===== src/rtl/mem_ctrl_if.sv =====
// mem_ctrl_if: MEM-stage request/response signals plus the byte-wide RAM port of mem_ctrl.
// master = pipeline + RAM side (drives requests and RAM read data), slave = the controller.
interface mem_ctrl_if #(
  parameter int unsigned ADDR_W = 32
);
  // MEM-stage request
  logic              ce_i;
  logic              we_i;
  logic [31:0]       addr_i;
  logic [3:0]        sel_i;
  logic [31:0]       data_i;
  logic              pipe_hold_i;
  // MEM-stage response
  logic [31:0]       data_o;
  logic              stall_req_o;
  // byte RAM port
  logic [ADDR_W-1:0] ram_addr_o;
  logic              ram_we_o;
  logic [7:0]        ram_dout_o;
  logic [7:0]        ram_din_i;

  modport master (
    output ce_i, we_i, addr_i, sel_i, data_i, pipe_hold_i, ram_din_i,
    input  data_o, stall_req_o, ram_addr_o, ram_we_o, ram_dout_o
  );

  modport slave (
    input  ce_i, we_i, addr_i, sel_i, data_i, pipe_hold_i, ram_din_i,
    output data_o, stall_req_o, ram_addr_o, ram_we_o, ram_dout_o
  );
endinterface


===== src/rtl/mem_ctrl.sv =====
// mem_ctrl: serialises one 32-bit MEM-stage access into per-lane byte accesses on a
// synchronous byte RAM, stalling the pipeline until the access completes.
// Lane k = byte at word base + k = sel bit 3-k = data bits [31-8k -: 8].
// Optional feature: define MEM_CTRL_LANE_SKIP_EN to visit only enabled lanes;
// otherwise every nonzero request walks lanes 0..3 (disabled lanes read, never written).
module mem_ctrl #(
  parameter int unsigned ADDR_W = 32
) (
  input logic        clk,
  input logic        rst,
  mem_ctrl_if.slave  bus
);
  localparam logic [1:0] S_IDLE   = 2'd0;
  localparam logic [1:0] S_ACCESS = 2'd1;
  localparam logic [1:0] S_FLUSH  = 2'd2;
  localparam logic [1:0] S_DONE   = 2'd3;

  logic [1:0]        r_state;
  logic [1:0]        r_lane;
  logic              r_we;
  logic [ADDR_W-3:0] r_word;
  logic [3:0]        r_sel;
  logic [31:0]       r_wdata;
  logic [31:0]       r_buf;
  logic              r_pend;
  logic [1:0]        r_pend_lane;
  logic [ADDR_W-1:0] r_addr_hold;

  logic [1:0]        w_first_lane;
  logic [1:0]        w_next_lane;
  logic              w_last_lane;
  logic [ADDR_W-1:0] w_addr;
  logic [7:0]        w_wbyte;
  logic              w_lane_en;
  logic [31:0]       w_mask;
  logic              w_unused_ok;

  // sel bit 3-k belongs to lane k, and ~k == 3-k for a 2-bit lane index
  assign w_addr    = {r_word, r_lane};
  assign w_lane_en = r_sel[~r_lane];
  assign w_wbyte   = r_wdata[{~r_lane, 3'b000} +: 8];
  assign w_mask    = {{8{r_sel[3]}}, {8{r_sel[2]}}, {8{r_sel[1]}}, {8{r_sel[0]}}};
  assign w_unused_ok = &{1'b0, bus.addr_i};

`ifdef MEM_CTRL_LANE_SKIP_EN
  logic [3:0] w_req_lanes;
  logic [3:0] w_cur_lanes;
  logic       w_found;
  assign w_req_lanes = {bus.sel_i[0], bus.sel_i[1], bus.sel_i[2], bus.sel_i[3]};
  assign w_cur_lanes = {r_sel[0], r_sel[1], r_sel[2], r_sel[3]};

  // lowest enabled lane of the incoming request; next enabled lane above the current one
  always_comb begin
    w_first_lane = '0;
    w_next_lane  = r_lane;
    w_last_lane  = 1'b1;
    w_found      = 1'b0;
    for (int unsigned i = 0; i < 4; i++) begin
      if (!w_found && w_req_lanes[i[1:0]]) begin
        w_found      = 1'b1;
        w_first_lane = i[1:0];
      end
      if (w_last_lane && (i > 32'(r_lane)) && w_cur_lanes[i[1:0]]) begin
        w_last_lane = 1'b0;
        w_next_lane = i[1:0];
      end
    end
  end
`else
  // full walk: always start at lane 0 and step through lane 3
  always_comb begin
    w_first_lane = '0;
    w_next_lane  = r_lane + 2'd1;
    w_last_lane  = (r_lane == 2'd3);
  end
`endif

  // sequencing, request latch and load-byte capture
  always_ff @(posedge clk) begin
    if (rst) begin
      r_state     <= S_IDLE;
      r_lane      <= '0;
      r_we        <= 1'b0;
      r_word      <= '0;
      r_sel       <= '0;
      r_wdata     <= '0;
      r_buf       <= '0;
      r_pend      <= 1'b0;
      r_pend_lane <= '0;
      r_addr_hold <= '0;
    end else begin
      // read data arrives one cycle after its address; the tag says which byte it fills
      r_pend <= 1'b0;
      if (r_pend) r_buf[{~r_pend_lane, 3'b000} +: 8] <= bus.ram_din_i;
      case (r_state)
        S_IDLE: begin
          if (bus.ce_i) begin
            r_we    <= bus.we_i;
            r_word  <= bus.addr_i[ADDR_W-1:2];
            r_sel   <= bus.sel_i;
            r_wdata <= bus.data_i;
            r_buf   <= '0;
            r_lane  <= w_first_lane;
            r_state <= (bus.sel_i == 4'd0) ? S_DONE : S_ACCESS;
          end
        end
        S_ACCESS: begin
          r_addr_hold <= w_addr;
          r_pend      <= ~r_we;
          r_pend_lane <= r_lane;
          if (w_last_lane) r_state <= r_we ? S_DONE : S_FLUSH;
          else             r_lane  <= w_next_lane;
        end
        S_FLUSH: r_state <= S_DONE;
        S_DONE:  if (!bus.pipe_hold_i) r_state <= S_IDLE;
        default: r_state <= S_IDLE;
      endcase
    end
  end

  // RAM strobes and stall; both forced quiet while reset is asserted
  always_comb begin
    bus.stall_req_o = 1'b0;
    bus.ram_we_o    = 1'b0;
    bus.ram_dout_o  = '0;
    bus.ram_addr_o  = r_addr_hold;
    if (!rst) begin
      case (r_state)
        S_IDLE:   bus.stall_req_o = bus.ce_i;
        S_ACCESS: begin
          bus.stall_req_o = 1'b1;
          bus.ram_we_o    = r_we & w_lane_en;
          bus.ram_dout_o  = w_wbyte;
          bus.ram_addr_o  = w_addr;
        end
        S_FLUSH:  bus.stall_req_o = 1'b1;
        default:  bus.stall_req_o = 1'b0;
      endcase
    end
  end

  // load word: buffer is cleared per request and only filled by loads, so stores read 0
  always_comb begin
    bus.data_o = r_buf & w_mask;
  end
endmodule


===== src/flat_wrapper.sv =====
// flat-port wrapper written by rule: the top's interface ports become plain ports
module mem_ctrl_flat 
#(
  parameter int unsigned ADDR_W = 32
)
  (clk, rst, bus_ce_i, bus_we_i, bus_addr_i, bus_sel_i, bus_data_i, bus_pipe_hold_i, bus_ram_din_i, bus_data_o, bus_stall_req_o, bus_ram_addr_o, bus_ram_we_o, bus_ram_dout_o);
  mem_ctrl_if #(.ADDR_W(ADDR_W)) bus_i ();
  input logic clk;
  input logic rst;
  input wire logic [$bits(bus_i.ce_i)-1:0] bus_ce_i;
  input wire logic [$bits(bus_i.we_i)-1:0] bus_we_i;
  input wire logic [$bits(bus_i.addr_i)-1:0] bus_addr_i;
  input wire logic [$bits(bus_i.sel_i)-1:0] bus_sel_i;
  input wire logic [$bits(bus_i.data_i)-1:0] bus_data_i;
  input wire logic [$bits(bus_i.pipe_hold_i)-1:0] bus_pipe_hold_i;
  input wire logic [$bits(bus_i.ram_din_i)-1:0] bus_ram_din_i;
  output wire logic [$bits(bus_i.data_o)-1:0] bus_data_o;
  output wire logic [$bits(bus_i.stall_req_o)-1:0] bus_stall_req_o;
  output wire logic [$bits(bus_i.ram_addr_o)-1:0] bus_ram_addr_o;
  output wire logic [$bits(bus_i.ram_we_o)-1:0] bus_ram_we_o;
  output wire logic [$bits(bus_i.ram_dout_o)-1:0] bus_ram_dout_o;
  assign bus_i.ce_i = bus_ce_i;
  assign bus_i.we_i = bus_we_i;
  assign bus_i.addr_i = bus_addr_i;
  assign bus_i.sel_i = bus_sel_i;
  assign bus_i.data_i = bus_data_i;
  assign bus_i.pipe_hold_i = bus_pipe_hold_i;
  assign bus_i.ram_din_i = bus_ram_din_i;
  assign bus_data_o = bus_i.data_o;
  assign bus_stall_req_o = bus_i.stall_req_o;
  assign bus_ram_addr_o = bus_i.ram_addr_o;
  assign bus_ram_we_o = bus_i.ram_we_o;
  assign bus_ram_dout_o = bus_i.ram_dout_o;
  mem_ctrl #(.ADDR_W(ADDR_W)) u_core (.clk(clk), .rst(rst), .bus(bus_i));
endmodule

===== config.mk =====
export PLATFORM = sky130hd
export DESIGN_NAME = mem_ctrl_flat
export DESIGN_NICKNAME = d
export VERILOG_FILES = /design/src/rtl/mem_ctrl_if.sv /design/src/rtl/mem_ctrl.sv /design/src/flat_wrapper.sv
export SDC_FILE = /design/constraint.sdc
export NUM_CORES = 1
export LEC_CHECK = 0
export CORE_MARGIN = 1.5
export CORE_UTILIZATION = 49
export CTS_CLUSTER_DIAMETER = 150
export CTS_CLUSTER_SIZE = 10
export DETAILED_ROUTE_END_ITERATION = 12
export GPL_ROUTABILITY_DRIVEN = 0
export PLACE_DENSITY = 0.79
export SLEW_MARGIN = 20
export SYNTH_ARGS = -nofsm -noshare
export SYNTH_HDL_FRONTEND = slang
export SYNTH_SLANG_ARGS = --single-unit

===== constraint.sdc =====
create_clock -name clk -period 2.2 [get_ports clk]
set_input_delay 0.44 -clock clk [delete_from_list [all_inputs] [get_ports clk]]
set_output_delay 0.44 -clock clk [all_outputs]
set_load 0.01 [all_outputs]

==> summary.md <==
| Metric | Value |
|---|---|
| Status | `finished with violations` |
| Failing checks | `negative setup slack` |
| CTS Buf Count | `17` |
| Area of the mapped netlist | `5900 µm²` |
| Nature of the critical path endpoint | `output port` |
| Distinct cell type count after synthesis | `34` |
| Die width | `113 µm` |
| R2R Path End | `u_core.r_state[0]` |
| CP arrival | `around 1.8 ns` |
| Crit Path Class | `reg2out` |
| Cell Pwr Density | `between 1000 and 1500 nW/µm²` |
| Pleak | `3.46 nW` |
| Initial DRT Pass Iterations | `5` |
| Number of synthesized register bits | `138` |
| Worst R2R Setup Slack | `0.19 ns` |
| Synth Instances | `652` |
| Max stage delay on crit path | `~0.34 ns` |
| Port bufs | `152` |
| Antenna diodes | `0` |
| Post-layout min period | `2.25 ns` |
| Max-slew violation count | `0` |
| Worst-Margin Slew | `0.720 ns` |
| CTS tree | `built` |
| Min-Delay Path Class | `in2reg` |
| Share of cells above drive strength 1 | `21.7%` |
| Worst path cell trace | `inv_2 > ha_4 > nand2b_4 > buf_12 > buf_6 > mux2_4 > buf_6` |
| Placed instance count | `around 930` |
| CP max FO | `8` |
| Cell Area, Placed | `7630 µm²` |
| Final worst slack | `-0.0453 ns` |
| Main flop type after synthesis | `dfxtp_1` |
| Mean Syn Cell Area | `9.04 µm²` |
| NumNets Final | `914` |
| Total gr overflow | `0` |
| Non-filler cells, final | `about 1,000` |
| Hold path startpoint | `rst` |
| Clock Skew | `0.00657 ns` |
| Worst skew pair latency | `0.41 ns` |
| Final wirelength | `roughly 17 mm` |
| DIE HEIGHT | `113 µm` |
| WL/cell | `17.6 µm` |
| Commonest non-fill, non-tap cell in the layout | `nand2_1` |
| Die area | `12,700 µm²` |
| Slew Limit Headroom | `52.0%` |
| VDD IR max | `0.602 mV` |
| Syn. warnings | `0` |
| Worst EP required | `1.76 ns` |
| Hold Vio Cnt, Final | `0` |
| Worst Hold End | `u_core.r_state[1]` |
| Final worst-path cycle share | `102%` |
| Rows | `39` |
| H-tree Lvls | `4` |
| Initial DRC count | `437` |
| Critical Path Source Type | `flop` |
| Worst hold slack | `0.341 ns` |
| HPWL after DPL | `10.5 mm` |
| Synthesized Nets | `744` |
| Crit-path slowest cell | `dfxtp_2` |
| Initial Util | `51.0%` |
| CP bufs+invs | `4` |
| Worst-case reg-to-reg path depth | `6` |
| CTS sink cnt | `138` |
| Final setup viols | `20` |
| Post-synth EDFFs | `0` |
| Root Driver | `clkbuf_16` |
| Max Clock Freq | `445 MHz` |
| DRC | `0` |
| Max-cap violations | `0` |
| Async set-reset flop share out of synthesis | `0%` |
| Largest net degree at the start of global routing | `71` |
| Initial antenna violation count | `0` |
| CP Depth | `7` |
| Vias in the first global route | `5,399` |
| Post-DRT Antenna Nets | `0` |
| Register area share after synthesis | `46.9%` |
| Hold_buf cts | `0` |
| Area Overhead vs Synth | `47.2%` |
| RSZ-0062 raised after global routing | `true` |
| Design area | `8680 µm²` |
| First-pass GRT wire length | `26.6 mm` |
| Most frequent cells in the layout | `137 x nand2_1, 135 x dfxtp_1, 109 x clkdlybuf4s50_1` |
| Worst path most repeated cell | `buf_6` |
| R2R Path Start | `u_core.r_lane[1]` |
| CTS max path bufs | `2` |
| Clock transition at path regs | `roughly 0.060 ns` |
| Hold Path Stages | `3` |
| Top-Level Pins | `about 160` |
| Critical path's top delay family | `buffers and inverters` |
| Gr usage total | `26.7%` |
| Via count | `5,359` |
| Drt via density | `~5.5` |
| Core Area | `11,600 µm²` |
cell usage after synthesis (2+ instances only):
library cell | count | share of area, %
dfxtp_1 | 138 | 47
nand2_1 | 138 | 8.8
a21oi_1 | 73 | 6.2
nor2_1 | 66 | 4.2
and2_1 | 34 | 3.6
a22oi_1 | 32 | 4.1
mux2i_1 | 32 | 5.4
mux2_2 | 31 | 5.9
clkbuf_1 | 18 | 1.1
buf_2 | 14 | 1.2
ha_1 | 11 | 2.3
nor2b_1 | 10 | 1.1
mux4_2 | 9 | 3.4
buf_1 | 8 | 0.51
nand2b_1 | 5 | 0.53
inv_1 | 4 | 0.25
nand2_2 | 4 | 0.42
buf_4 | 3 | 0.38
o21ai_0 | 3 | 0.25
a211oi_1 | 2 | 0.25
nor3_1 | 2 | 0.17
nor4_4 | 2 | 0.72
or2b_1 | 2 | 0.25
worst max-delay path by stage:
stage	startpoint	endpoint	slack (ns)
after detailed placement	bus_ce_i	bus_stall_req_o	-0.09
after CTS	u_core.r_state[1]	bus_ram_addr_o[0]	-0.11
after global placement	bus_ce_i	bus_stall_req_o	-0.09
final	u_core.r_state[1]	bus_ram_addr_o[0]	-0.05
after global routing	u_core.r_state[1]	bus_ram_addr_o[0]	-0.1
after floorplan	u_core.r_state[1]	bus_ram_addr_o[10]	0.17
layer usage:
| layer | vias to the layer above | track usage, % | wire length, µm |
|---|---|---|---|
| li1 | 2538 | - | - |
| met1 | 2597 | 30.9 | 6800 |
| met2 | 192 | 47.4 | 8990 |
| met3 | 32 | 7.18 | 1050 |
| met4 | 0 | 10.2 | 381 |
| met5 | - | 0 | 0 |
metrics by stage:
stage	TNS (ns)	setup slack, ns	total power, mW	util (%)
final	-0.652	-0.0453	9.07	75.0
after CTS	-0.863	-0.108	9.03	74.9
after global routing	-2.00	-0.0988	9.45	75.0
after detailed placement	-0.0998	-0.0918	5.48	66.0
after global placement	-0.0936	-0.0924	5.38	66.0
after floorplan	0	0.168	4.62	-
registers in the layout (all words and copies together) (netlist names):
name,cells
u_core.r_pend,1
u_core.r_we,1
u_core.r_lane,2
u_core.r_word,30
u_core.r_pend_lane,2
u_core.r_addr_hold,32
u_core.r_state,2
u_core.r_sel,4
u_core.r_buf,32
u_core.r_wdata,32
cells by family (layout without fill, tap and decap cells):
| logic type | count (synthesis) | count (layout) | synth area share, % |
|---|---|---|---|
| mux | 73 | 73 | 15.0 |
| flops | 138 | 138 | 46.9 |
| fa+ha+maj | 11 | 11 | 2.33 |
| compound gates | 114 | 114 | 11.5 |
| buf+inv | 48 | 231 | 3.54 |
| simple gates | 268 | 268 | 20.8 |
where the power goes:
group	switching [mW]	internal (mW)	total, mW
Combinational	1.53	1.39	2.92
Sequential	0.236	2.82	3.06
Clock	1.07	2.02	3.09
Total	2.84	6.23	9.07
final cells by class:
type / instances / area, µm²
sequential: 138 / 2770
tap: 143 / 179
clock inverter: 10 / 164
inverter: 5 / 18.8
timing repair buffer: 194 / 1970
multi-input combinational: 466 / 3090
fill: 773 / 2890
clock buffer: 22 / 484
tightest hold or removal path: cells and delay by family:
family	cells	cell delay, ns
buffers and inverters	2	0.22
AOI/OAI and AO/OA	1	0.05
repair_timing:
action                     CTS  global route
gates resized for setup    240            24
gates cloned                 3             0
buffers inserted            17             3
setup endpoints to repair   42            38
pin swaps                    1             1
(Power assumes the default switching activity.)
